File: config.mk
export PLATFORM = sky130hd
export DESIGN_NAME = wb_req_queue
export DESIGN_NICKNAME = d
export VERILOG_FILES = /design/src/rtl/wb_queue_pkg.sv /design/src/rtl/sync_fifo.sv /design/src/rtl/wb_req_queue.sv
export SDC_FILE = /design/constraint.sdc
export NUM_CORES = 1
export LEC_CHECK = 0
export BUFFER_PORTS_ARGS = -buffer_cell sky130_fd_sc_hd__buf_4
export CAP_MARGIN = 30
export CELL_PAD_IN_SITES_DETAIL_PLACEMENT = 1
export CELL_PAD_IN_SITES_GLOBAL_PLACEMENT = 1
export CORE_UTILIZATION = 45
export CTS_BUF_LIST = sky130_fd_sc_hd__clkbuf_16
export DETAILED_ROUTE_END_ITERATION = 6
export PLACE_DENSITY_LB_ADDON = 0.3
export SKIP_CTS_REPAIR_TIMING = 1
export SLEW_MARGIN = 20
export SYNTH_ARGS = -nofsm -noshare
export SYNTH_HDL_FRONTEND = slang
export SYNTH_SLANG_ARGS = --single-unit
File: constraint.sdc
create_clock -name clk_i -period 4.25 [get_ports clk_i]
set_input_delay 1.275 -clock clk_i [delete_from_list [all_inputs] [get_ports clk_i]]
set_output_delay 1.275 -clock clk_i [all_outputs]
set_load 0.02 [all_outputs]
File: src/rtl/wb_queue_pkg.sv
// wb_queue_pkg: shared request layout, FSM states and helpers for wb_req_queue
package wb_queue_pkg;
  localparam int WB_AW = 32;
  localparam int WB_DW = 32;
  localparam int WB_BE_MAX = 128;
  typedef struct packed {
    logic [WB_AW-1:0] addr;
    logic [WB_DW-1:0] data;
    logic [WB_DW/8-1:0] we;
  } wb_req_t;
  typedef enum logic [1:0] {IDLE, BUSY, RESP} wb_state_t;
  function automatic logic is_write(input logic [WB_BE_MAX-1:0] we);
    return |we;
  endfunction
endpackage

File: src/rtl/sync_fifo.sv
// sync_fifo: single-clock FIFO with occupancy count; push ignored when full, pop ignored when empty
module sync_fifo #(
  parameter int WIDTH = 8,
  parameter int DEPTH = 4
) (
  input  logic                         clk_i,
  input  logic                         rst_i,
  input  logic                         push_i,
  input  logic                         pop_i,
  input  logic [WIDTH-1:0]             data_i,
  output logic [WIDTH-1:0]             data_o,
  output logic                         full_o,
  output logic                         empty_o,
  output logic [$clog2(DEPTH+1)-1:0]   count_o
);
  localparam int PW = $clog2(DEPTH);
  localparam int LW = $clog2(DEPTH+1);
  logic [WIDTH-1:0] r_mem [DEPTH];
  logic [PW-1:0] r_wr, r_rd;
  logic [LW-1:0] r_count;
  logic w_push, w_pop;
  assign full_o  = r_count == LW'(DEPTH);
  assign empty_o = r_count == '0;
  assign count_o = r_count;
  assign data_o  = r_mem[r_rd];
  assign w_push  = push_i & ~full_o;
  assign w_pop   = pop_i & ~empty_o;
  always_ff @(posedge clk_i) begin
    if (rst_i) begin
      r_wr    <= '0;
      r_rd    <= '0;
      r_count <= '0;
    end else begin
      r_wr    <= w_push ? r_wr + 1'b1 : r_wr;
      r_rd    <= w_pop ? r_rd + 1'b1 : r_rd;
      r_count <= r_count + LW'(w_push) - LW'(w_pop);
    end
  end
  always_ff @(posedge clk_i)
    if (w_push) r_mem[r_wr] <= data_i;
endmodule

File: src/rtl/wb_req_queue.sv
// wb_req_queue: queues core load/store requests and issues them one at a time to wishbone_master
module wb_req_queue
  import wb_queue_pkg::*;
#(
  parameter int DEPTH = 4,
  parameter int AW    = WB_AW,
  parameter int DW    = WB_DW
) (
  input  logic                         clk_i,
  input  logic                         rst_i,
  input  logic                         req_valid_i,
  output logic                         req_ready_o,
  input  logic [AW-1:0]                req_addr_i,
  input  logic [DW-1:0]                req_data_i,
  input  logic [DW/8-1:0]              req_we_i,
  output logic                         resp_valid_o,
  output logic [DW-1:0]                resp_data_o,
  output logic [DW/8-1:0]              resp_we_o,
  output logic [$clog2(DEPTH+1)-1:0]   level_o,
  output logic                         mst_valid_o,
  output logic [AW-1:0]                mst_addr_o,
  output logic [DW-1:0]                mst_data_o,
  output logic [DW/8-1:0]              mst_we_o,
  input  logic                         mst_valid_i,
  input  logic [DW-1:0]                mst_data_i
);
  localparam int BW = DW/8;
  // same field order as wb_req_t, sized to this instance
  typedef struct packed {
    logic [AW-1:0] addr;
    logic [DW-1:0] data;
    logic [BW-1:0] we;
  } req_t;
  req_t w_in, w_head, r_mst;
  wb_state_t r_state;
  logic w_full, w_empty, w_pop;
  logic r_mst_valid, r_resp_valid;
  logic [DW-1:0] r_resp_data;
  logic [BW-1:0] r_resp_we;
  assign w_in         = {req_addr_i, req_data_i, req_we_i};
  assign w_pop        = (r_state == IDLE) & ~w_empty;
  assign req_ready_o  = ~w_full;
  assign resp_valid_o = r_resp_valid;
  assign resp_data_o  = r_resp_data;
  assign resp_we_o    = r_resp_we;
  assign mst_valid_o  = r_mst_valid;
  assign mst_addr_o   = r_mst.addr;
  assign mst_data_o   = r_mst.data;
  assign mst_we_o     = r_mst.we;
  sync_fifo #(.WIDTH($bits(req_t)), .DEPTH(DEPTH)) u_fifo (
    .clk_i   (clk_i),
    .rst_i   (rst_i),
    .push_i  (req_valid_i),
    .pop_i   (w_pop),
    .data_i  (w_in),
    .data_o  (w_head),
    .full_o  (w_full),
    .empty_o (w_empty),
    .count_o (level_o)
  );
  always_ff @(posedge clk_i) begin
    if (rst_i) begin
      r_state      <= IDLE;
      r_mst        <= '0;
      r_mst_valid  <= 1'b0;
      r_resp_valid <= 1'b0;
      r_resp_data  <= '0;
      r_resp_we    <= '0;
    end else begin
      r_resp_valid <= 1'b0;
      case (r_state)
        IDLE: if (!w_empty) begin
          r_mst       <= w_head;
          r_mst_valid <= 1'b1;
          r_state     <= BUSY;
        end
        BUSY: if (mst_valid_i) begin
          r_resp_data  <= is_write(WB_BE_MAX'(r_mst.we)) ? '0 : mst_data_i;
          r_resp_we    <= r_mst.we;
          r_mst_valid  <= 1'b0;
          r_resp_valid <= 1'b1;
          r_state      <= RESP;
        end
        RESP: r_state <= IDLE;
        default: r_state <= IDLE;
      endcase
    end
  end
endmodule

* Yosys cells after proc, flatten, opt, wreduce, memory -nomap -nowiden
Memory sizes are Yosys's and may differ from the RTL's. A register that Yosys moved wholly into a read port is not among the register bits.
Index checks and enable logic that the tools add are counted.
** Storage, ports and cells
- Register bits :: 47
- Memory bits (writable) :: 272
- Input bits :: 104
- Output and inout bits :: 110
- Logic and storage cells :: 42
- Memories :: 1
** Cells by class
- Add/sub/neg operators :: 4
- Eq/ne operators :: 4
- Mux-type cells :: 10
- Bitwise operators :: 6
- Reductions and logical operators :: 9
** Memory list
- u_fifo.r_mem :: words 4, width 68, rd ports 1, clocked after Yosys merged registers in 1, wr ports 1, line sync_fifo.sv:18 : logic [WIDTH-1:0] r_mem [DEPTH];
** Operator list (number)
- two-way mux 32 bit :: 1
- AND reduction 2 bit :: 3
- two-way mux 1 bit :: 5
- adder 2 x 1 -> 2 bit, second input constant :: 2
- two-way mux 2 bit :: 2
- inequality test 2 bit, second input constant :: 2
- one-hot mux 2 bit (2 select lines) :: 1
- OR reduction 4 bit :: 1
- adder 3 x 1 -> 3 bit :: 1
- AND 1 bit :: 3
- == test 3 bit, second input constant :: 1
- logical NOT 3 bit :: 1
- inverter 1 bit :: 3
- AND reduction 3 bit :: 1
- subtractor 3 x 1 -> 3 bit :: 1
- == test 2 x 1 -> 1 bit, second input constant :: 1
- logical NOT 2 bit :: 1
- one-hot mux 1 bit (2 select lines) :: 1
- nonzero test 2 bit :: 1
- OR reduction 2 bit :: 1

* Depth between registers and ports, before layout
- Depth after elaboration :: 5
- Gate-level depth with buffers :: 10

* By module
Synthesis repeated with hierarchy kept, for this count alone.
** Second synthesis, totals
- Cells, all modules :: 877
- Area, all modules :: 14123.5 sq um
** By module, submodules not included
- sync_fifo :: times used 1, cells each 407, area an instance 10302.4 sq um
- wb_req_queue :: times used 1, cells each 470, area an instance 3821.2 sq um

* Least setup slack after synthesis
OpenSTA, ideal clock, no wires.
- Path kind :: input port to flip-flop
- Start :: input port req_valid_i
- End :: memory u_fifo.r_mem[0][0] in the netlist's numbering (enable)
- Setup time :: 434 ps
- Arrival time :: 2920 ps
- Slack :: 897 ps
- Stages :: 1
- Cell sequence :: and3_1
** On the way
- Longest elaborated chain between the ends :: 3
** Ends and longest elaborated chain
- start: declaration :: line wb_req_queue.sv:11 : input logic req_valid_i,
- AND 1 bit :: line sync_fifo.sv:26 : assign w_push = push_i & ~full_o;
- two-way mux 1 bit :: line sync_fifo.sv:40 : if (w_push) r_mem[r_wr] <= data_i;
- two-way mux 1 bit (not written as such) :: line sync_fifo.sv:40
- end: declaration :: line sync_fifo.sv:18
No other way between the ends.

* Worst setup path after layout
- Start :: register u_fifo.r_count[2] (netlist: u_fifo.count_o[2])
- End :: output port req_ready_o
** On the way
- Longest elaborated chain between the ends :: 2
** Ends and longest elaborated chain
- start: declaration :: line sync_fifo.sv:20 : logic [LW-1:0] r_count;
- start signal: assignment :: line sync_fifo.sv:36 : r_count <= r_count + LW'(w_push) - LW'(w_pop);
- == test 3 bit :: line sync_fifo.sv:22 : assign full_o = r_count == LW'(DEPTH);
- inverter 1 bit :: line wb_req_queue.sv:42 : assign req_ready_o = ~w_full;
- end: declaration :: line wb_req_queue.sv:12 : output logic req_ready_o,
No other way between the ends.

==> impl_metrics.py <==
metrics = {
    "status": {
        "status": "complete, no violations",
    },
    "sta": {
        "rsz0062_at_grt": "false",
        "fin_skew_ns": 0.0145,
        "slew_headroom_pct": 38.4,
        "period_share_pct": 71.0,
        "hold_violations": 0,
        "setup-tns-final_ns": 0,
        "drv_slew": 0,
        "finalSetupViolations": 0,
        "worst_pin_slew_ns": 0.924,
        "timing.fmax_mhz": 331,
        "fin_crit_ns": 3.02,
    },
    "critical_path": {
        "cp.buffers_inverters": 2,
        "crit_fanout": 7,
        "path_cells": "nor3b_1 > inv_1 > buf_4",
        "r2r_end": "u_fifo.count_o[2]$_SDFF_PP0_",
        "rr_worst_depth": 10,
        "crit_type": "reg2out",
        "cp-start-kind": "flip-flop",
        "critPathRequiredTime_ns": 2.97,
        "crit_cells": 3,
        "critPathTopFamily": "flip-flops",
        "startpoint": "u_fifo.count_o[2]$_SDFF_PP0_",
        "rrSetupSlack_ns": 1.83,
        "max_stage_delay_ns": 0.43,
        "crit_arrival_ns": 1.74,
        "worstReg2RegStart": "u_fifo.count_o[0]$_SDFF_PP0_",
        "critPathCaptureType": "output pin",
        "cp_slowest_cell": "dfxtp_1",
    },
    "pwr": {
        "power.density_nw_per_um2": 679,
        "ir_drop_mv": 0.389,
        "clkPwrFrac_pct": 28.8,
        "leakagePower_nw": 6.16,
        "pwr-share-seq_pct": 44.5,
        "switching_share_pct": 30.0,
        "p_int_mw": 8.11,
        "p_sw_mw": 3.47,
        "p_comb_share_pct": 26.7,
    },
    "drt": {
        "wl_per_cell_um": 21.4,
        "vias_per_cell": 5.35,
        "num_vias": 7361,
        "drtPass1Iterations": 4,
        "drt_wl_total_um": 29500,
        "drtAntennaViolNets": 0,
        "route.detailed.drc": 0,
        "drt_iter0_markers": 374,
    },
    "synthesis": {
        "synth_fa_ha_area_share_pct": 0.695,
        "synth_edf_count": 272,
        "yosysWarnings": 0,
        "netlist_instances": 732,
        "synth_compound_area_share_pct": 6.17,
        "synth_top_flop_cell": "edfxtp_1",
        "ys_seq_area_share_pct": 76.5,
        "synth_cell_types": 30,
        "syn-num-nets": 843,
        "synth-seq-cells": 387,
        "syn_avg_cell_area_um2": 18.7,
        "synth_top_family_by_area": "multiplexers",
        "synthSimpleGateAreaFrac_pct": 3.43,
        "synthMuxAreaShare_pct": 11.2,
        "synthXorXnorAreaFrac_pct": 0.128,
        "synth_area_um2": 13700,
        "async_flop_share_pct": 0,
    },
    "floorplan": {
        "fp.dieH_um": 176,
        "dieArea_um2": 31100,
        "ios": 214,
        "row_count": 63,
        "initial_core_util_pct": 45.9,
        "core-area_um2": 29800,
        "die_w_um": 176,
    },
    "grt": {
        "grt_antenna_before_repair": 0,
        "grt_usage_pct": 19.1,
        "grt_pass1_wl_um": 45000,
        "grt_max_degree": 69,
        "globalRouteOverflowTotal": 0,
        "grt_pass1_vias": 7927,
    },
    "final_layout": {
        "nets": 1066,
        "layout_commonest_cell": "edfxtp_1",
        "drive_above_1_share_pct": 36.2,
        "layout_common_cells": "edfxtp_1 (272), buf_4 (222), dfxtp_1 (113)",
        "antenna_cells": 0,
        "fin_area_um2": 17100,
        "area_growth_pct": 24.6,
        "fillers": 2750,
    },
    "cts": {
        "numCtsBuffers": 40,
        "cts_tree": "done",
        "clock-sinks": 387,
        "clk_pin_slew_ns": 0.06,
        "clock_latency_ns": 0.52,
        "clockBufferDepth": 3,
        "htree_num_levels": 2,
        "clockRootBuffer": "clkbuf_16",
    },
    "worst_hold_path": {
        "whs_path_depth": 2,
        "min_delay_worst_endpoint": "resp_data_o[2]$_SDFFE_PP0P_",
        "hold_path.class": "reg2reg",
        "hp-start": "resp_data_o[2]$_SDFFE_PP0P_",
    },
    "placement": {
        "dpl_cell_area_um2": 15800,
        "gp_congestion": 0.742,
        "io_buffers": 213,
        "hpwlAfterDp_um": 17300,
    },
    "run": {
        "maxCapViolCount": 0,
    },
}
[flip-flops by register name (all words and copies together) (netlist names)]
name	flops
u_fifo.r_mem	272
mst_addr_o	32
mst_data_o	32
resp_data_o	32
mst_we_o	4
resp_we_o	4
u_fifo.count_o	3
r_state	2
u_fifo.r_rd	2
u_fifo.r_wr	2
mst_valid_o	1
resp_valid_o	1
[metrics by stage]
step	setup WS (ns)	hold slack, ns	utilization (%)	std cells	power (mW)
2_1_floorplan	0.897	0.484	-	732	7.11
3_3_place_gp	1.32	0.440	52.9	1302	8.29
3_5_place_dp	1.31	0.446	53.0	1303	8.37
4_1_cts	1.20	0.457	57.2	1377	11.7
5_1_grt	1.09	0.479	57.2	1377	12.1
6_report	1.23	0.456	57.2	1377	11.6
[Yosys cell counts (all sizes together) (2+ instances only)]
| master | number | area, µm² |
|---|---|---|
| edfxtp | 272 | 8170 |
| dfxtp | 115 | 2300 |
| a22o | 68 | 596 |
| mux4 | 68 | 1530 |
| a21oi | 42 | 214 |
| nand2 | 42 | 158 |
| nand3 | 34 | 170 |
| buf | 26 | 143 |
| clkbuf | 20 | 75.1 |
| inv | 10 | 37.5 |
| ha | 6 | 75.1 |
| nor2 | 6 | 22.5 |
| and3 | 4 | 25.0 |
| nand3b | 2 | 15.0 |
| nor2b | 2 | 12.5 |
| nor4 | 2 | 25.0 |
| o21ai | 2 | 10.0 |
| xnor2 | 2 | 17.5 |
[area by class of cell]
type / instances / area (µm²) / area share (%)
Tap cell: 390 / 488 / 2.86
Sequential cell: 387 / 10500 / 61.4
Clock buffer: 42 / 1050 / 6.16
Multi-Input combinational cell: 289 / 3000 / 17.6
Inverter: 10 / 37.5 / 0.220
Clock inverter: 32 / 220 / 1.29
Timing Repair Buffer: 227 / 1770 / 10.4
[layer usage]
metal | global-route usage [%] | share of wire (%) | vias to the layer above
li1 | - | - | 3357
met1 | 23.9 | 42 | 3753
met2 | 33.6 | 51 | 204
met3 | 4.07 | 5.7 | 47
met4 | 4.96 | 1.7 | 0
met5 | 0 | 0 | -
[worst max path at each step]
stage | endpoint | slack, ns
final | req_ready_o | 1.23
after global routing | req_ready_o | 1.09
after CTS | req_ready_o | 1.20
after detailed placement | mst_data_o[6]$_SDFFE_PP0P_ | 1.31
after global placement | mst_data_o[6]$_SDFFE_PP0P_ | 1.32
after floorplan | u_fifo.r_mem[0][0]$_DFFE_PP_ | 0.90
[worst min-delay path, stage by stage, from the launching register on]
cell	delay, ns
dfxtp_1	0.31
nand2_1	0.05
a21oi_1	0.05
[logic make-up (layout without fill, tap and decap cells)]
group,after synthesis,in the layout
compound gates,115,115
xor+xnor,2,2
buf+inv,56,311
mux,68,68
simple gates,97,97
fa+ha+maj,7,7
flops,387,387
[power by group through the flow]
| stage | sequential, mW | clock (mW) | combinational (mW) |
|---|---|---|---|
| finish | 5.16 | 3.34 | 3.09 |
| global route | 5.24 | 3.56 | 3.32 |
| CTS | 5.17 | 3.43 | 3.14 |
| detailed placement | 5.24 | 0 | 3.13 |
| global placement | 5.28 | 0 | 3.01 |
| floorplan | 5.42 | 0 | 1.69 |
No activity file was read; power rests on OpenSTA's default activity.
